==> src/rtl/apb_master_exe_seq_w47.sv <==
// APB master sequencer: writes OPER/ARGA/ARGB to addresses 0..2, idles EXE_WAIT cycles, then reads result (addr 0) and status (addr 1).
// All outputs registered; slave stalls via PREADY, bounded by TIMEOUT; PSLVERR or timeout aborts to DONE.
`timescale 1ns/1ps
module apb_master_exe_seq_w47 #(
   parameter int DATA_WIDTH = 8,
   parameter int ADDR_WIDTH = 16,
   parameter int EXE_WAIT   = 2,
   parameter int TIMEOUT    = 16
) (
   input  logic                  i_PCLK,
   input  logic                  i_PRESET,
   input  logic                  i_START,
   input  logic [DATA_WIDTH-1:0] i_OPER,
   input  logic [DATA_WIDTH-1:0] i_ARGA,
   input  logic [DATA_WIDTH-1:0] i_ARGB,
   output logic                  o_BUSY,
   output logic                  o_DONE,
   output logic [DATA_WIDTH-1:0] o_RESULT,
   output logic [3:0]            o_STATUS,
   output logic [1:0]            o_ERR,
   output logic [ADDR_WIDTH-1:0] o_PADDR,
   output logic                  o_PSEL,
   output logic                  o_PENABLE,
   output logic                  o_PWRITE,
   output logic [DATA_WIDTH-1:0] o_PWDATA,
   input  logic                  i_PREADY,
   input  logic [DATA_WIDTH-1:0] i_PRDATA,
   input  logic                  i_PSLVERR
);

   localparam logic [2:0] S_IDLE   = 3'd0;
   localparam logic [2:0] S_SETUP  = 3'd1;
   localparam logic [2:0] S_ACCESS = 3'd2;
   localparam logic [2:0] S_WAIT   = 3'd3;
   localparam logic [2:0] S_DONE   = 3'd4;

   localparam int TW = (TIMEOUT > 1) ? $clog2(TIMEOUT) : 1;
   localparam int WW = (EXE_WAIT > 1) ? $clog2(EXE_WAIT) : 1;
   localparam int XW = ADDR_WIDTH + 1 + DATA_WIDTH;
   localparam logic [TW-1:0] TMO_LAST  = TW'(TIMEOUT - 1);
   localparam logic [WW-1:0] WAIT_LAST = WW'((EXE_WAIT > 0) ? EXE_WAIT - 1 : 0);

   logic [2:0]            r_state;
   logic [2:0]            r_idx;
   logic [TW-1:0]         r_tmo;
   logic [WW-1:0]         r_wcnt;
   logic [DATA_WIDTH-1:0] r_oper, r_arga, r_argb;
   logic                  r_busy, r_done, r_psel, r_penable, r_pwrite;
   logic [DATA_WIDTH-1:0] r_result, r_pwdata;
   logic [3:0]            r_status;
   logic [1:0]            r_err;
   logic [ADDR_WIDTH-1:0] r_paddr;

   logic                  w_to_setup, w_to_access, w_to_wait, w_to_done, w_to_idle;
   logic                  w_capture, w_tmo_inc, w_wait_inc;
   logic [2:0]            w_nidx;
   logic [1:0]            w_abort_err;
   logic [DATA_WIDTH-1:0] w_op, w_a, w_b;
   logic [XW-1:0]         w_xfer;

   // {address, direction, write data} presented in SETUP for a given transfer index
   function automatic logic [XW-1:0] f_xfer(input logic [2:0] idx,
                                            input logic [DATA_WIDTH-1:0] op,
                                            input logic [DATA_WIDTH-1:0] a,
                                            input logic [DATA_WIDTH-1:0] b);
      logic [ADDR_WIDTH-1:0] addr;
      logic                  wr;
      logic [DATA_WIDTH-1:0] wd;
      addr = '0;
      wr   = 1'b0;
      wd   = '0;
      case (idx)
         3'd0: begin wr = 1'b1; wd = op; end
         3'd1: begin addr = ADDR_WIDTH'(1); wr = 1'b1; wd = a; end
         3'd2: begin addr = ADDR_WIDTH'(2); wr = 1'b1; wd = b; end
         3'd4: addr = ADDR_WIDTH'(1);
         default: ;
      endcase
      return {addr, wr, wd};
   endfunction

   always_comb begin
      w_to_setup  = 1'b0;
      w_to_access = 1'b0;
      w_to_wait   = 1'b0;
      w_to_done   = 1'b0;
      w_to_idle   = 1'b0;
      w_capture   = 1'b0;
      w_tmo_inc   = 1'b0;
      w_wait_inc  = 1'b0;
      w_nidx      = r_idx;
      w_abort_err = 2'b00;
      case (r_state)
         S_IDLE: begin
            if (i_START) begin
               w_to_setup = 1'b1;
               w_nidx     = 3'd0;
            end
         end
         S_SETUP: w_to_access = 1'b1;
         S_ACCESS: begin
            if (i_PREADY) begin
               if (i_PSLVERR) begin
                  w_to_done   = 1'b1;
                  w_abort_err = 2'b01;
               end else begin
                  w_capture = 1'b1;
                  case (r_idx)
                     3'd2: begin
                        if (EXE_WAIT == 0) begin
                           w_to_setup = 1'b1;
                           w_nidx     = 3'd3;
                        end else begin
                           w_to_wait = 1'b1;
                        end
                     end
                     3'd4:    w_to_done = 1'b1;
                     default: begin
                        w_to_setup = 1'b1;
                        w_nidx     = r_idx + 3'd1;
                     end
                  endcase
               end
            end else if (r_tmo == TMO_LAST) begin
               w_to_done   = 1'b1;
               w_abort_err = 2'b10;
            end else begin
               w_tmo_inc = 1'b1;
            end
         end
         S_WAIT: begin
            if (r_wcnt == WAIT_LAST) begin
               w_to_setup = 1'b1;
               w_nidx     = 3'd3;
            end else begin
               w_wait_inc = 1'b1;
            end
         end
         S_DONE:  w_to_idle = 1'b1;
         default: w_to_idle = 1'b1;
      endcase
      // operands are captured on the accepting edge, so index 0 must use the live inputs
      w_op   = (r_state == S_IDLE) ? i_OPER : r_oper;
      w_a    = (r_state == S_IDLE) ? i_ARGA : r_arga;
      w_b    = (r_state == S_IDLE) ? i_ARGB : r_argb;
      w_xfer = f_xfer(w_nidx, w_op, w_a, w_b);
   end

   always_ff @(posedge i_PCLK or posedge i_PRESET) begin
      if (i_PRESET) begin
         r_state   <= S_IDLE;
         r_idx     <= 3'd0;
         r_tmo     <= '0;
         r_wcnt    <= '0;
         r_oper    <= '0;
         r_arga    <= '0;
         r_argb    <= '0;
         r_busy    <= 1'b0;
         r_done    <= 1'b0;
         r_result  <= '0;
         r_status  <= 4'd0;
         r_err     <= 2'b00;
         r_psel    <= 1'b0;
         r_penable <= 1'b0;
         r_pwrite  <= 1'b0;
         r_paddr   <= '0;
         r_pwdata  <= '0;
      end else begin
         r_done <= w_to_done;
         if (r_state == S_IDLE && i_START) begin
            r_oper   <= i_OPER;
            r_arga   <= i_ARGA;
            r_argb   <= i_ARGB;
            r_result <= '0;
            r_status <= 4'd0;
            r_err    <= 2'b00;
            r_busy   <= 1'b1;
         end
         if (w_to_setup) begin
            r_state   <= S_SETUP;
            r_idx     <= w_nidx;
            r_tmo     <= '0;
            r_psel    <= 1'b1;
            r_penable <= 1'b0;
            {r_paddr, r_pwrite, r_pwdata} <= w_xfer;
         end
         if (w_to_access) begin
            r_state   <= S_ACCESS;
            r_penable <= 1'b1;
         end
         if (w_to_wait || w_to_done) begin
            r_state   <= w_to_wait ? S_WAIT : S_DONE;
            r_wcnt    <= '0;
            r_psel    <= 1'b0;
            r_penable <= 1'b0;
            r_pwrite  <= 1'b0;
            r_paddr   <= '0;
            r_pwdata  <= '0;
         end
         if (w_abort_err != 2'b00) r_err <= w_abort_err;
         if (w_tmo_inc)  r_tmo  <= r_tmo + 1'b1;
         if (w_wait_inc) r_wcnt <= r_wcnt + 1'b1;
         if (w_capture && r_idx == 3'd3) r_result <= i_PRDATA;
         if (w_capture && r_idx == 3'd4) r_status <= i_PRDATA[3:0];
         if (w_to_idle) begin
            r_state <= S_IDLE;
            r_busy  <= 1'b0;
         end
      end
   end

   assign o_BUSY    = r_busy;
   assign o_DONE    = r_done;
   assign o_RESULT  = r_result;
   assign o_STATUS  = r_status;
   assign o_ERR     = r_err;
   assign o_PADDR   = r_paddr;
   assign o_PSEL    = r_psel;
   assign o_PENABLE = r_penable;
   assign o_PWRITE  = r_pwrite;
   assign o_PWDATA  = r_pwdata;

endmodule

==> config.mk <==
export PLATFORM = sky130hd
export DESIGN_NAME = apb_master_exe_seq_w47
export DESIGN_NICKNAME = d
export VERILOG_FILES = /design/src/rtl/apb_master_exe_seq_w47.sv
export SDC_FILE = /design/constraint.sdc
export NUM_CORES = 1
export LEC_CHECK = 0
export CELL_PAD_IN_SITES_DETAIL_PLACEMENT = 1
export CELL_PAD_IN_SITES_GLOBAL_PLACEMENT = 1
export CORE_MARGIN = 2
export CORE_UTILIZATION = 35
export DETAILED_ROUTE_END_ITERATION = 6
export GPL_TIMING_DRIVEN = 0
export PLACE_DENSITY = 0.77
export SLEW_MARGIN = 25
export SYNTH_ARGS = -nofsm -noshare
export SYNTH_HDL_FRONTEND = slang
export SYNTH_SLANG_ARGS = --single-unit
==> constraint.sdc <==
create_clock -name i_PCLK -period 2.6 [get_ports i_PCLK]
set_clock_uncertainty 0.15 [all_clocks]
set_input_delay 0.52 -clock i_PCLK [delete_from_list [all_inputs] [get_ports i_PCLK]]
set_output_delay 0.52 -clock i_PCLK [all_outputs]
set_load 0.05 [all_outputs]
==> summary by stage, run 1 <==
Critical path
The type of element capturing the critical path is a flip-flop. The reg-to-reg setup timing slack is -0.03 ns. Walking the worst path, the cells encountered are clkdlybuf4s50_1, nand2b_2, or3_4, o211ai_4, buf_6, mux4_2, a221o_1. The endpoint required time on the critical path is 2.67 ns. The critical path contains buffers and inverters numbering 2 combined.

In this run the critical register-to-register path is launched from r_idx[1]. In this design, the largest share of critical-path delay is due to simple AND/OR/NAND/NOR gates. The worst endpoint data arrival time is ~2.7 ns. The critical path is of the input pin to flip-flop type. The largest single stage delay on the critical path is 0.45 ns. On the critical path, the stage with the largest delay is an instance of clkdlybuf4s50_1. The worst register-to-register path ends at o_PWDATA[7]. The launching element type of the critical path is an input pin. The maximum net fanout on the critical path is 8. The worst register-to-register path has a depth of 9.

Synthesis
The flip-flop cell with the highest count after synthesis is dfrtp_1. The count of state elements after synthesis is 64. The number of library cell types mapped by synthesis is 48. The async set or reset register ratio after synthesis is 100%. The top cell type's share of synthesized area is 49.6%. Yosys attributes the largest share of cell area to dfrtp_1, mux2_2, nand2_1. The synthesized design spends more area on one cell type than any other, namely dfrtp_1. Summing every instance area after synthesis gives 3230 um2. The Yosys step of the flow raised 0 warnings.

Counting flops with a built-in enable in the synthesized netlist gives 0. Of the synthesized area, sequential elements account for 49.6%. The cell count after synthesis is about 290.

The average instance in the mapped netlist occupies 11.3 um2.

STA
The headroom to the max-slew limit is 46.5%. The final worst-path cycle share is 101%. The total count of hold-check failures in the final report was 0. The tightest hold path in the finished design has a slack of 0.321 ns. The slew of the pin with the lowest slew margin is 0.802 ns. The post-route worst setup slack is -0.0344 ns. The number of setup violations in the final report is 8. The maximum clock rate is between 0.3 and 0.4 GHz.

The number of slew-limit violations in the final report is 0. Counting I/O delays and the setup requirement, the final critical path takes 2.63 ns. Setup repair after global routing could not meet its margin everywhere.

Power
The design draws 5.45 mW. The leakage power total is around 2 nW. The power per cell area is 1220 nW/um2. VDD sags by at most between 500 and 600 uV.

GRT
The total routing resource utilization after global routing is 18.5%. The number of antenna violations at the first check in global routing came to 0. The largest net degree at the start of global routing is 47.

The number of global-route vias before repair is 2,757. Global routing finished with a remaining overflow of 0. The first global-routing pass estimated 14.2 mm of wire.

Floorplanning
From bottom edge to top edge, the die measures 100 um. During I/O placement, the number of pins put on the boundary was 80. The die width is 100 um. The die covers 10,000 um2. After floorplanning, the core was divided into 35 placement rows.

The initial utilization of the core area, before any placement, comes to 35.5%. The region available for standard cell placement spans 9110 um2.

Run status
The run finished, with violations left. The checks that failed: setup timing.

Min path
The min-delay analysis places its worst path in the category input pin to async pin.

Clocking
The clock tree from TritonCTS is yes. The root buffer cell is clkbuf_8. The clock sink count is 64. The CTS clock-pin slew for the worst setup and hold paths is approximately 0.070 ns. The clock network latency to the later pin of the worst-skew pair is about 0.34 ns. In this run the deepest clock path goes through 2 buffers. The number of clock buffers added by TritonCTS is 9. The H-tree depth is 3.

Placement
Routability-driven placement finished with a final weighted congestion of 0.748. The number of I/O port buffers is 65. The instance area at placement is 4100 um2. The worst slack after detailed placement is -0.663 ns. The HPWL reported at the end of detailed placement is roughly 6 mm.

Finish
The cell area after layout is 4470 um2. The diode insertion count for antenna repair is 0. The final core area utilization is 49.1%.

The library cells used most frequently in the layout, excluding fill and tap cells, are clkdlybuf4s50_1, dfrtp_1, nand2_1, buf_4, mux2_2. The number of nets in the finished design is 432. The fraction of final layout cells sized beyond drive strength 1 is 25.3%. The filler cell count in the final layout is 1,003.

The area growth from synthesis to layout is 38.4%. The sequential cell area is 1600 um2. The area of the multi-input gates is 1510 um2.

Drt
After detailed routing, the number of remaining DRC violations is 0. The met2 wire length is 4.47 mm. The met1 layer wirelength in the final routing is 3.90 mm. The number of vias per cell is 5.20.

The first-pass iteration count of the detailed router is 4. Routed signal wires occupy layers up through met4. The number of vias after detailed routing is between 2,000 and 3,000. After the first detailed-routing iteration, the DRC count stood at 103. The remaining antenna violation count after routing is 0. The detailed-route wire length per cell is 17.6 um. The routed design uses 461 um of met3 wire.

The total routed wirelength is just under 9 mm.

Job
The max-cap check violation count is 0.
registers in the layout, indices dropped and copies added, names as in the netlist:
signal     cells
o_PENABLE      1
r_argb         8
o_PWDATA       8
r_idx          3
o_PADDR        2
o_PSEL         1
o_BUSY         1
r_arga         8
o_ERR          2
r_tmo          4
r_state        3
o_PWRITE       1
r_wcnt         1
o_STATUS       4
o_RESULT       8
r_oper         8
o_DONE         1
synth_stat cells (2+ instances only):
| cell type | number |
|---|---|
| o21ai_0 | 11 |
| ha_1 | 5 |
| nand2b_1 | 4 |
| buf_2 | 3 |
| inv_1 | 6 |
| buf_6 | 4 |
| o2111ai_1 | 2 |
| nor2_1 | 3 |
| mux2_2 | 25 |
| a22o_1 | 3 |
| nor2b_1 | 3 |
| a221o_1 | 8 |
| nand2_1 | 52 |
| nand3_1 | 15 |
| and3_1 | 4 |
| mux4_1 | 5 |
| nor3_1 | 4 |
| o311ai_0 | 2 |
| a21oi_1 | 13 |
| buf_4 | 15 |
| o211ai_2 | 2 |
| mux4_2 | 3 |
| clkbuf_1 | 6 |
| dfrtp_1 | 64 |
worst max path at each step:
| stage | startpoint | to | slack, ns | cells after the start |
|---|---|---|---|---|
| after floorplan | r_idx[0] | o_PWDATA[2] | 0.04 | 8 |
| after global placement | i_PRESET | o_STATUS[2] | -0.87 | 2 |
| after CTS | r_idx[1] | o_PWDATA[5] | -0.01 | 8 |
| final | i_PSLVERR | o_PWDATA[5] | -0.03 | 7 |
| after detailed placement | i_PREADY | o_PWDATA[2] | -0.66 | 7 |
| after global routing | r_idx[1] | o_PWDATA[5] | -0.11 | 8 |
per-stage QoR:
stage                     TNS [ns]  instances
final                       -0.163        506
after global routing        -0.833        506
after CTS                 -0.00979        502
after detailed placement     -7.72        476
after global placement      -61.73        475
after floorplan                  0        299
cell families (layout without fill, tap and decap cells):
logic type	Yosys count	after routing	synth area share, %
AOI/OAI and AO/OA	53	53	12.1
xor gates and xnor gates	2	2	0.543
adders and majority gates	5	5	1.94
buffers and inverters	35	131	6.86
DFF	64	64	49.6
muxes	33	33	14.9
other	1	14	0.116
and+or+nand+nor	93	93	13.9
metal layers:
metal / up-vias / GRT usage, %
met3: 8 / 5.36
met2: 82 / 31.8
met4: 0 / 4.85
li1: 1208 / -
met1: 1333 / 22.9
met5: - / 0
power by group:
group,internal (mW),switching [mW],leakage (nW)
clock network,0.493,0.390,0.103
logic,1.34,1.62,1.07
registers,1.38,0.227,0.809
total,3.22,2.24,1.98
cell type report:
class	count	area share [%]
Clock buffer	13	3.56
Tap cell	111	3.11
Buffer	29	4.59
Timing Repair Buffer	80	17.8
Clock inverter	3	0.896
Inverter	6	0.560
Multi-Input combinational cell	200	33.7
Sequential cell	64	35.8
what timing repair did:
action	in CTS	in global routing
pin swaps	7	5
hold buffers	0	0
resized for setup	15	6
cloned	0	0
setup buffers	10	4
setup endpoints to repair	13	11
Note: power is estimated with default switching activity, not from simulation.
==> inputs of run 2 (changes only) <==
--- a/config.mk
+++ b/config.mk
@@ -7,11 +7,11 @@
 export LEC_CHECK = 0
 export CELL_PAD_IN_SITES_DETAIL_PLACEMENT = 1
 export CELL_PAD_IN_SITES_GLOBAL_PLACEMENT = 1
-export CORE_MARGIN = 2
 export CORE_UTILIZATION = 35
 export DETAILED_ROUTE_END_ITERATION = 6
 export GPL_TIMING_DRIVEN = 0
 export PLACE_DENSITY = 0.77
+export SKIP_CTS_REPAIR_TIMING = 1
 export SLEW_MARGIN = 25
 export SYNTH_ARGS = -nofsm -noshare
 export SYNTH_HDL_FRONTEND = slang
==> run 2 against run 1 <==
  * First-iteration DRC count down 5.8%
  * Power down 1.7%
  * Register-to-register slack worse by 0.02 ns
  * Critical path type is now flip-flop to flip-flop
  * Wire length down 7.3%
  * The flow finishes with violations (DRC, setup timing)
==> summary by stage, run 2 (synthesized netlist as in run 1, its figures left out) <==
Floorplanning
The die width is 98.1 um. The die is 98.1 um tall. In this run the standard cell core region covers just under 9000 um2. The number of placement rows is 34. For this configuration, the core starts out at a cell density of between 30% and 40%. 80 I/O pins were placed. The floorplan die area is approximately 9600 um2.

Drt
The first detailed-routing pass took 6 iterations. In the final routed layout, each cell accounts on average for around 17 um. In the routed layout, each cell is associated on average with a via count of 5.11. The starting DRC count in detailed routing is between 90 and 100. The total routed wirelength is 8.28 mm. For this run, design rule violations remaining after detail routing come to 9. The final route contains roughly 2,600 vias. The count of nets left with antenna violations once routing finished came out at 0.

Clocking
The H-tree was split into 3 levels. The clock network latency to the later pin of the worst-skew pair is ~0.34 ns. CTS placed an instance of clkbuf_8 at the clock tree root. The CTS clock-pin slew for the worst setup and hold paths is 0.07 ns. TritonCTS built the clock tree. Counting along the longest clock path gives a buffer depth of 2. The number of clock buffers inserted by TritonCTS is 9. The clock drives between 60 and 70 sinks.

Critical path
By startpoint and endpoint, the worst setup path is classified as flip-flop to flip-flop. The launching element type of the critical path is a flip-flop. At the worst endpoint, the arrival time is 2.73 ns. The setup check on the worst reg-to-reg path leaves a slack of -0.06 ns. The maximum net fanout on the critical path is 8.

At the worst endpoint, the required time is 2.67 ns. The type of element capturing the critical path is a flip-flop.

STA
The post-route worst setup slack is -0.0588 ns. Setup violations remaining at the end of the flow were counted as 8. Of the available clock period, the critical path in the final layout requires 102%. The minimum clock period is 2.66 ns. Setup repair after global routing could not meet its margin everywhere.

The number of slew-limit violations in the final report is 0. Measured against its own limit, the worst slew margin works out to 45.2%. The slew of the pin with the lowest slew margin is 0.822 ns. The total negative slack for setup checks is -0.345 ns. The total count of hold-check failures in the final report was 0. Timing would allow up to roughly 0.38 GHz.

Job
The tool flagged a number of max-cap violations equal to 0.

Power
Power spread over the standard cell area amounts to 1210 nW/um2. The worst IR drop on VDD is 536 uV. The design draws 5.36 mW.

The leakage power total is 1.96 nW.

Finish
In the layout the commonest cells are clkdlybuf4s50_1, dfrtp_1, nand2_1, buf_4, mux2_2. The fraction of final layout cells sized beyond drive strength 1 is between 20% and 30%. The diode insertion count for antenna repair is 0. The most common library cell in the layout ignoring fill and taps is clkdlybuf4s50_1.

The final layout contains about 430 nets. Fill cells in the final layout number about 960. The relative area change from synthesis to final layout is 37.3%.

Run status
The final reports fail on DRC, setup timing. The flow ran to the end, but the final reports show violations.

GRT
After global routing the overflow that remains totals 0. Entering global routing, the biggest net connects 40 pins. The wire length of the first global-routing pass is 13.6 mm.

The total routing resource utilization after global routing is 18.1%. The number of antenna violations at the first check in global routing is 0. The number of global-route vias before repair was between 2,000 and 3,000.

Placement
The final weighted congestion in routability-driven placement is between 0.7 and 0.8. The number of I/O port buffers is 65. Summed over all nets, the half-perimeter wirelength after detailed placement is ~5.8 mm.

Min path
The min-delay analysis places its worst path in the category flip-flop to flip-flop.
[run 2: cell count changes in the layout (fill, tap and decap cells not counted), sizes merged]
| cell | change |
|---|---|
| buf | -4 |
| dlymetal6s2s | +1 |
| bufinv | +1 |
| dlygate4sd2 | -1 |
| clkinv | -1 |
[run 2: path summary, 6_finish.rpt]
path                          start           to  cells after the start
max reg2reg                r_idx[0]  o_PWDATA[3]                      8
max                        r_idx[0]  o_PWDATA[3]                      8
min reg2reg                  o_PSEL       o_PSEL                      1
min                          o_PSEL       o_PSEL                      1
max in group asynchronous  i_PRESET  o_STATUS[2]                      3
min in group asynchronous  i_PRESET    r_oper[2]                      2
[run 2: stage by stage]
step / utilization (%) / instance area, um2 / instances / setup slack [ns] / hold slack [ns]
2_1_floorplan: - / 3280 / 299 / 0.0434 / 0.321
3_3_place_gp: 46.2 / 4070 / 472 / -0.886 / 0.325
3_5_place_dp: 46.5 / 4090 / 473 / -0.697 / 0.337
4_1_cts: 48.9 / 4310 / 489 / -0.333 / 0.353
5_1_grt: 50.4 / 4430 / 499 / -0.142 / 0.379
6_report: 50.4 / 4430 / 499 / -0.0588 / 0.351
[run 2: area by class of cell]
class                      instances  area [um2]  area share [%]
sequential                        64        1600            36.1
multi-input combinational        200        1500            33.8
timing repair buffer              76         761            17.2
buffer                            29         199            4.49
clock buffer                      13         149            3.36
tap                              108         135            3.05
clock inverter                     3        65.1            1.47
inverter                           6        25.0           0.564
[run 2: metal layers]
layer,wire [um],global-route usage [%],up-vias
met5,0,0,-
met4,98,4.90,0
met3,476,5.15,10
met2,3980,29.6,66
met1,3720,23.5,1270
li1,-,-,1205
[run 2: worst max-delay path: stages (launching register included)]
cell      delay (ns)
dfrtp_1         0.40
inv_2           0.08
ha_2            0.19
mux2_4          0.30
or3_4           0.43
o211ai_4        0.22
buf_6           0.17
mux4_2          0.31
a221o_1         0.31
[run 2: report_power, final]
group | switching, mW | internal (mW)
clock network | 0.383 | 0.566
registers | 0.233 | 1.38
logic | 1.52 | 1.28
total | 2.13 | 3.23
==> inputs of run 3 (changes only) <==
--- a/config.mk
+++ b/config.mk
@@ -8,6 +8,7 @@
 export CELL_PAD_IN_SITES_DETAIL_PLACEMENT = 1
 export CELL_PAD_IN_SITES_GLOBAL_PLACEMENT = 1
 export CORE_UTILIZATION = 35
+export CTS_CLUSTER_SIZE = 28
 export DETAILED_ROUTE_END_ITERATION = 6
 export GPL_TIMING_DRIVEN = 0
 export PLACE_DENSITY = 0.77
==> results of run 3 <==
Final layout, timing and power as in run 2 (identical DEF).
